### src/rtl/serial_subtractor_pkg.sv
// Shared types and constants for the bit-serial subtractor.
package serial_subtractor_pkg;

  localparam int unsigned DEFAULT_WIDTH = 8;

  typedef enum logic [1:0] {
    IDLE  = 2'd0,
    SHIFT = 2'd1,
    DONE  = 2'd2
  } state_t;

endpackage

### src/rtl/serial_subtractor_if.sv
// Start/done request bus of the serial subtractor; master issues operands, slave returns the result.
interface serial_subtractor_if
  import serial_subtractor_pkg::*;
#(
  parameter int unsigned WIDTH = DEFAULT_WIDTH
) ();

  logic             start;
  logic [WIDTH-1:0] a;
  logic [WIDTH-1:0] b;
  logic             busy;
  logic             done;
  logic [WIDTH-1:0] diff;
  logic             bout;

  modport master (
    output start, a, b,
    input  busy, done, diff, bout
  );

  modport slave (
    input  start, a, b,
    output busy, done, diff, bout
  );

endinterface

### src/rtl/serial_subtractor_full_subtractor.sv
// One-bit full subtractor cell: d = a - b - bin, with borrow out.
module full_subtractor (
  input  logic a,
  input  logic b,
  input  logic bin,
  output logic d,
  output logic bout
);

  assign d    = a ^ b ^ bin;
  assign bout = (~a & b) | (~(a ^ b) & bin);

endmodule

### src/rtl/serial_subtractor.sv
// Bit-serial WIDTH-bit subtractor: diff = a - b, LSB first, one bit per clock.
module serial_subtractor
  import serial_subtractor_pkg::*;
#(
  parameter int unsigned WIDTH = DEFAULT_WIDTH
) (
  input  logic                clk,
  input  logic                rst_n,
  serial_subtractor_if.slave  bus
);

  localparam int unsigned      CW   = $clog2(WIDTH);
  localparam logic [CW-1:0]    LAST = CW'(WIDTH - 1);

  state_t           state;
  logic [WIDTH-1:0] sa;
  logic [WIDTH-1:0] sb;
  logic [WIDTH-1:0] diff_q;
  logic [CW-1:0]    cnt;
  logic             borrow;
  logic             bout_q;
  logic             busy_q;
  logic             done_q;
  logic             d_bit;
  logic             b_next;

  full_subtractor u_fs (
    .a    (sa[0]),
    .b    (sb[0]),
    .bin  (borrow),
    .d    (d_bit),
    .bout (b_next)
  );

  // busy/done are kept as flops alongside the state so every output is registered.
  always_ff @(posedge clk) begin
    if (!rst_n) begin
      state  <= IDLE;
      sa     <= '0;
      sb     <= '0;
      diff_q <= '0;
      cnt    <= '0;
      borrow <= 1'b0;
      bout_q <= 1'b0;
      busy_q <= 1'b0;
      done_q <= 1'b0;
    end else begin
      case (state)
        IDLE: begin
          done_q <= 1'b0;
          if (bus.start) begin
            sa     <= bus.a;
            sb     <= bus.b;
            borrow <= 1'b0;
            cnt    <= '0;
            diff_q <= '0;
            bout_q <= 1'b0;
            busy_q <= 1'b1;
            state  <= SHIFT;
          end
        end
        SHIFT: begin
          diff_q <= {d_bit, diff_q[WIDTH-1:1]};
          sa     <= sa >> 1;
          sb     <= sb >> 1;
          borrow <= b_next;
          cnt    <= cnt + 1'b1;
          if (cnt == LAST) begin
            bout_q <= b_next;
            busy_q <= 1'b0;
            done_q <= 1'b1;
            state  <= DONE;
          end
        end
        DONE: begin
          done_q <= 1'b0;
          state  <= IDLE;
        end
        default: begin
          busy_q <= 1'b0;
          done_q <= 1'b0;
          state  <= IDLE;
        end
      endcase
    end
  end

  assign bus.busy = busy_q;
  assign bus.done = done_q;
  assign bus.diff = diff_q;
  assign bus.bout = bout_q;

endmodule

### src/flat_wrapper.sv
// flat-port wrapper written by rule: the top's interface ports become plain ports
module serial_subtractor_flat import serial_subtractor_pkg::*;
#(
  parameter int unsigned WIDTH = DEFAULT_WIDTH
)
  (clk, rst_n, bus_start, bus_a, bus_b, bus_busy, bus_done, bus_diff, bus_bout);
  serial_subtractor_if #(.WIDTH(WIDTH)) bus_i ();
  input  logic clk;
  input  logic rst_n;
  input wire logic [$bits(bus_i.start)-1:0] bus_start;
  input wire logic [$bits(bus_i.a)-1:0] bus_a;
  input wire logic [$bits(bus_i.b)-1:0] bus_b;
  output wire logic [$bits(bus_i.busy)-1:0] bus_busy;
  output wire logic [$bits(bus_i.done)-1:0] bus_done;
  output wire logic [$bits(bus_i.diff)-1:0] bus_diff;
  output wire logic [$bits(bus_i.bout)-1:0] bus_bout;
  assign bus_i.start = bus_start;
  assign bus_i.a = bus_a;
  assign bus_i.b = bus_b;
  assign bus_busy = bus_i.busy;
  assign bus_done = bus_i.done;
  assign bus_diff = bus_i.diff;
  assign bus_bout = bus_i.bout;
  serial_subtractor #(.WIDTH(WIDTH)) u_core (.clk(clk), .rst_n(rst_n), .bus(bus_i));
endmodule
### config.mk
export PLATFORM = sky130hd
export DESIGN_NAME = serial_subtractor_flat
export DESIGN_NICKNAME = d
export VERILOG_FILES = /design/src/rtl/serial_subtractor_pkg.sv /design/src/rtl/serial_subtractor_if.sv /design/src/rtl/serial_subtractor_full_subtractor.sv /design/src/rtl/serial_subtractor.sv /design/src/flat_wrapper.sv
export SDC_FILE = /design/constraint.sdc
export NUM_CORES = 1
export LEC_CHECK = 0
export ABC_AREA = 0
export ABC_CLOCK_PERIOD_IN_PS = 1300
export BUFFER_PORTS_ARGS = -buffer_cell sky130_fd_sc_hd__buf_4
export CORE_UTILIZATION = 53
export CTS_BUF_LIST = sky130_fd_sc_hd__clkbuf_16
export DETAILED_ROUTE_END_ITERATION = 8
export PLACE_DENSITY = 0.8
export SYNTH_ARGS = -nofsm -noshare
export SYNTH_HDL_FRONTEND = slang
export SYNTH_HIERARCHICAL = 1
export SYNTH_SLANG_ARGS = --single-unit
### constraint.sdc
create_clock -name clk -period 1.3 [get_ports clk]
set_input_delay 0.13 -clock clk [delete_from_list [all_inputs] [get_ports clk]]
set_output_delay 0.13 -clock clk [all_outputs]
set_load 0.02 [all_outputs]
# After elaboration in Yosys (flattened, before gate mapping)
# Index checks and enable logic that the tools add are counted.
[word_totals]
register_bits = 33
in_bits = 19
out_inout_bits = 11
word_cells = 48
[op_classes]
addsub = 1
eq_ne = 5
mux = 18
n_bitwise = 8
n_reduce_logical = 7
[op_table]
columns = ["op", "n"]
rows = [
  ["8-bit case mux with 2 select lines", 3],
  ["8-bit two-way mux", 3],
  ["3-bit case mux with 2 select lines", 1],
  ["2-bit AND reduction", 3],
  ["3-bit AND reduction", 2],
  ["1-bit two-way mux", 4],
  ["2-bit two-way mux", 2],
  ["1-bit case mux with 2 select lines", 2],
  ["2-bit case mux with 2 select lines", 1],
  ["3-bit by 1-bit adder with 3-bit output, second input constant", 1],
  ["3-bit == test, second input constant", 1],
  ["3-bit two-way mux", 1],
  ["1-bit NOT", 3],
  ["1-bit case mux with 3 select lines", 1],
  ["1-bit AND", 2],
  ["2-bit by 1-bit == test with 1-bit output, second input constant", 1],
  ["2-bit == test, second input constant", 1],
  ["2-bit logical NOT", 1],
  ["2-bit by 1-bit inequality test with 1-bit output, second input constant", 1],
  ["2-bit inequality test, second input constant", 1],
  ["2-bit nonzero test", 1],
  ["1-bit bitwise XOR", 2],
  ["1-bit OR", 1],
]

# Logic depth before layout (Yosys ltp)
[depth]
word_depth = 6
depth_mapped = 5
ltp_nobuf = 5

# Modules after synthesis
# The synthesis kept the hierarchy.
[by_module_without_submodules]
columns = ["module", "instances", "cells_each", "area_per_inst_um2", "seq_area_each_um2"]
rows = [
  ["serial_subtractor", 1, 136, 1443.9, 660.6],
  ["full_subtractor", 1, 4, 31.3, 0.0],
]

# Worst setup path after synthesis
# OpenSTA, ideal clock, no wires.
[synth_timing]
kind = "register to register"
from = "register u_core.sb[0]"
to = "register u_core.diff_q[7], in the netlist u_core/bus.diff[7]"
setup_time_ps = 118
arrival_ps = 990
required_ps = 1182
path_slack_ps = 192
path_stages_with_launch = 5
path_buffers = 0
period_less_slack_ps = 1108
cell_sequence = "dfxtp_1 > inv_1 > fa_1 > a22oi_1 > nor2b_1"
[synth_between]
elab_chain_cells = 3
[synth_rtl]
columns = ["item", "line_no", "text"]
rows = [
  ["start, declared", "serial_subtractor.sv:17", "logic [WIDTH-1:0] sb;"],
  ["start signal, assigned", "serial_subtractor.sv:53", "sb <= bus.b;"],
  ["start signal, assigned", "serial_subtractor.sv:65", "sb <= sb >> 1;"],
  ["1-bit bitwise XOR (2 in series)", "serial_subtractor_full_subtractor.sv:10", "assign d = a ^ b ^ bin;"],
  ["named net u_core.d_bit", "serial_subtractor.sv:24", "logic d_bit;"],
  ["8-bit case mux with 2 select lines", "serial_subtractor.sv:48", "case (state)"],
  ["end signal, assigned", "serial_subtractor.sv:63", "diff_q <= {d_bit, diff_q[WIDTH-1:1]};"],
  ["end, declared", "serial_subtractor.sv:18", "logic [WIDTH-1:0] diff_q;"],
]
# The timed path passes the listed nets, and every way through them passes these cells.
# A chain may end at the register's enable or synchronous reset.

# Worst setup path in the final report
[layout_timing]
from = "register u_core.state[0]"
to = "register u_core.sa[6]"
[layout_between]
elab_chain_cells = 3
elab_cells_between_ends = 6
cone_classes = "eq/ne (2); mux (1); reduce/logical (3)"
[layout_rtl]
columns = ["item", "line_no", "text"]
rows = [
  ["start, declared", "serial_subtractor.sv:15", "state_t state;"],
  ["start signal, assigned", "serial_subtractor.sv:38", "state <= IDLE;"],
  ["start signal, assigned", "serial_subtractor.sv:59", "state <= SHIFT;"],
  ["start signal, assigned", "serial_subtractor.sv:72", "state <= DONE;"],
  ["2-bit by 1-bit == test with 1-bit output / 2-bit logical NOT (equally long branches)", "serial_subtractor.sv:48", ""],
  ["2-bit nonzero test (no line) / 2-bit inequality test (equally long branches)", "--", ""],
  ["2-bit AND reduction (no line)", "--", ""],
  ["end signal, assigned", "serial_subtractor.sv:52", "sa <= bus.a;"],
  ["end signal, assigned", "serial_subtractor.sv:64", "sa <= sa >> 1;"],
  ["end, declared", "serial_subtractor.sv:16", "logic [WIDTH-1:0] sa;"],
]
# Several ways; a longest one is shown, not always the timed one.

==> results.yml <==
timing:
  setup_violations: 0
  relSlewSlack_pct: 79.8
  timing.fmax_ghz: 0.800
  slew_violations: 0
  rsz0062_at_grt: "false"
  period_minus_slack_ns: 1.25
  setup_slack_ns: 0.0497
  fin_skew_ns: 0.00263
  worst-slew-pin-transition_ns: 0.304
  finalHoldViolCount: 0
  period_share_pct: 96.2
  setup_tns_ns: 0
placement:
  gp_congestion: 0.712
  dp_hpwl_microns: 1900
  io_buffer_count: 29
  dp_slack_ns: 0.0606
  dpl_cell_area_sq_um: 1690
logic_synthesis:
  synthTopCellsByCount: "dfxtp_1, mux2i_1, nand2_1, o211a_1, nor2b_1"
  synth-compound-area-share_pct: 20.2
  ys_ff_latch: 33
  avgSynthCellArea_sq_um: 10.5
  synthAdderAreaFrac_pct: 3.05
  synth_area_leaders: "dfxtp_1, mux2i_1, o211a_1"
  muxShareOfSynthArea_pct: 10.9
  netlist_area_sq_um: 1480
  synthFlopType: "dfxtp_1"
  ys_warn_count: 6
  yosys.area.top_type_share_pct: 44.8
  synthArstFlopShare_pct: 0
  syn_inst: 140
  synth_top_family_by_area: "compound AO/OA/AOI/OAI gates"
  post-synth-top-area-cell: "dfxtp_1"
  synth_most_common_cell: "dfxtp_1"
  synthSimpleGateAreaFrac_pct: 12.9
  synth_fp_nets: 162
  synth_edf_count: 0
  ys_types: 28
  synthXorXnorAreaFrac_pct: 0
  ys_seq_area_share_pct: 44.8
floorplan:
  core-area_sq_um: 2540
  fp.dieH_microns: 54.8
  die_area_sq_um: 3000
  die_w_microns: 54.8
  rows: 18
  initial_utilization_pct: 58.0
  pin_count: 30
layout:
  layout-drive-gt1-share_pct: 22.9
  fill_cells: 189
  final_nets: 192
  antenna_cells: 0
  final_util_pct: 71.6
  fin_area_sq_um: 1820
  synthToLayoutAreaGrowth_pct: 23.6
pwr:
  total_power_mw: 2.45
  p_per_area_nw_per_um2: 1340
  power.leakage_nw: 0.909
  peakVddDrop_mv: 1.18
setup_path:
  crit_path_cell_trace: "buf_12 > mux2i_1 > nand2_1 > o211a_1"
  crit_fanout: 13
  max_stage_delay_ns: 0.49
  crit_arrival_ns: 1.41
  critical-path-slowest-cell: "dfxtp_1"
  criticalPathCategory: "reg2reg"
  required_ns: 1.46
  cp-end-kind: "flop"
  start_kind: "flop"
drt:
  drt_iter0_markers: 12
  viasPerCell: 5.53
  ant_nets: 0
  wl_microns: 2790
  drc_errors: 0
  drtPass1Iterations: 4
  wl_per_cell_microns: 14.0
  vias: 1105
global_routing:
  grtUsageTotal_pct: 21.1
  grt_pass1_wl_microns: 4380
  antenna_found_initial: 0
  grt_overflow: 0
  grt_max_degree: 35
  grt_pass1_vias: 1008
min_path:
  hold_path.class: "in2reg"
cts:
  cts_buffer_depth: 2
  cts_max_level: 2
  hold_buffers: 0
  clk_pin_slew_ns: 0.05
  clock_latency_ns: 0.27
  cts_resized: 0
  postCtsSetupRepairBufs: 0
  cts_made_buffers: 5
  clock-sinks: 33
  root_buffer: "clkbuf_16"
  cts_tree: "yes"
job:
  drv_cap: 0
status:
  outcome: "finished, final reports clean"
[routing by layer]
layer	track usage (%)	vias up	routed length [microns]
li1	-	554	-
met3	5.83	7	120
met1	26.1	522	1310
met5	0	-	0
met2	33.1	22	1320
met4	10.3	0	41
[cells by family after synthesis]
group | Yosys count
compound gates | 36
simple gates | 36
flops | 33
buf+inv | 16
mux | 16
fa+ha+maj | 3
[final timing paths]
check	start	to	slack (ns)	cells after the start
max	u_core/state[0]$_SDFFE_PN0P_	u_core/sa[6]$_SDFFE_PN0P_	0.05	4
max reg2reg	u_core/state[0]$_SDFFE_PN0P_	u_core/sa[6]$_SDFFE_PN0P_	0.05	4
min	bus_b[1]	u_core/sb[1]$_SDFFE_PN0P_	0.21	4
min reg2reg	u_core/sa[7]$_SDFFE_PN0P_	u_core/sa[7]$_SDFFE_PN0P_	0.48	2
[state kept, by name, summed over array words and instances (netlist names)]
| register | flops |
|---|---|
| u_core/sb | 8 |
| u_core/borrow | 1 |
| u_core/sa | 8 |
| u_core/bus.diff | 8 |
| u_core/bus.busy | 1 |
| u_core/cnt | 3 |
| u_core/state | 2 |
| u_core/bus.bout | 1 |
| u_core/bus.done | 1 |
[layout make-up]
class                           count  area [sq um]  area share (%)
Inverter                            5          18.8            1.03
Clock buffer                        5           125            6.86
Multi-Input combinational cell     91           693            38.0
Tap cell                           30          37.5            2.06
Clock inverter                      2          7.51           0.412
Sequential cell                    33           661            36.2
Timing Repair Buffer               34           280            15.4
[stage by stage]
step | hold slack, ns | instances
6_report | 0.208 | 200
5_1_grt | 0.218 | 200
4_1_cts | 0.204 | 200
3_5_place_dp | 0.477 | 193
3_3_place_gp | 0.449 | 193
2_1_floorplan | 0.271 | 140
[power breakdown]
part           switching (mW)  internal (mW)
combinational           0.138          0.158
clock                   0.366          0.681
sequential             0.0344           1.07
total                   0.538           1.91
[critical path: cells and delay by family (launching register included)]
family	cells	cell delay, ns
flops	1	0.49
buf+inv	1	0.19
mux	1	0.25
simple gates	1	0.08
compound gates	1	0.12
[layout by cell type, fill, tap and decap left out, types with 2 or more instances in the layout]
master and n:
dfxtp_1 33, buf_4 32, a21boi_1 2, inv_1 6
nor2b_1 13, a21oi_1 2, mux2i_1 16, ha_1 2
clkbuf_16 5, or3b_1 2, o211a_1 15, o21ai_0 2
buf_12 2, a22oi_1 11, nand2_1 15
Power figures use the tool's default switching activity.
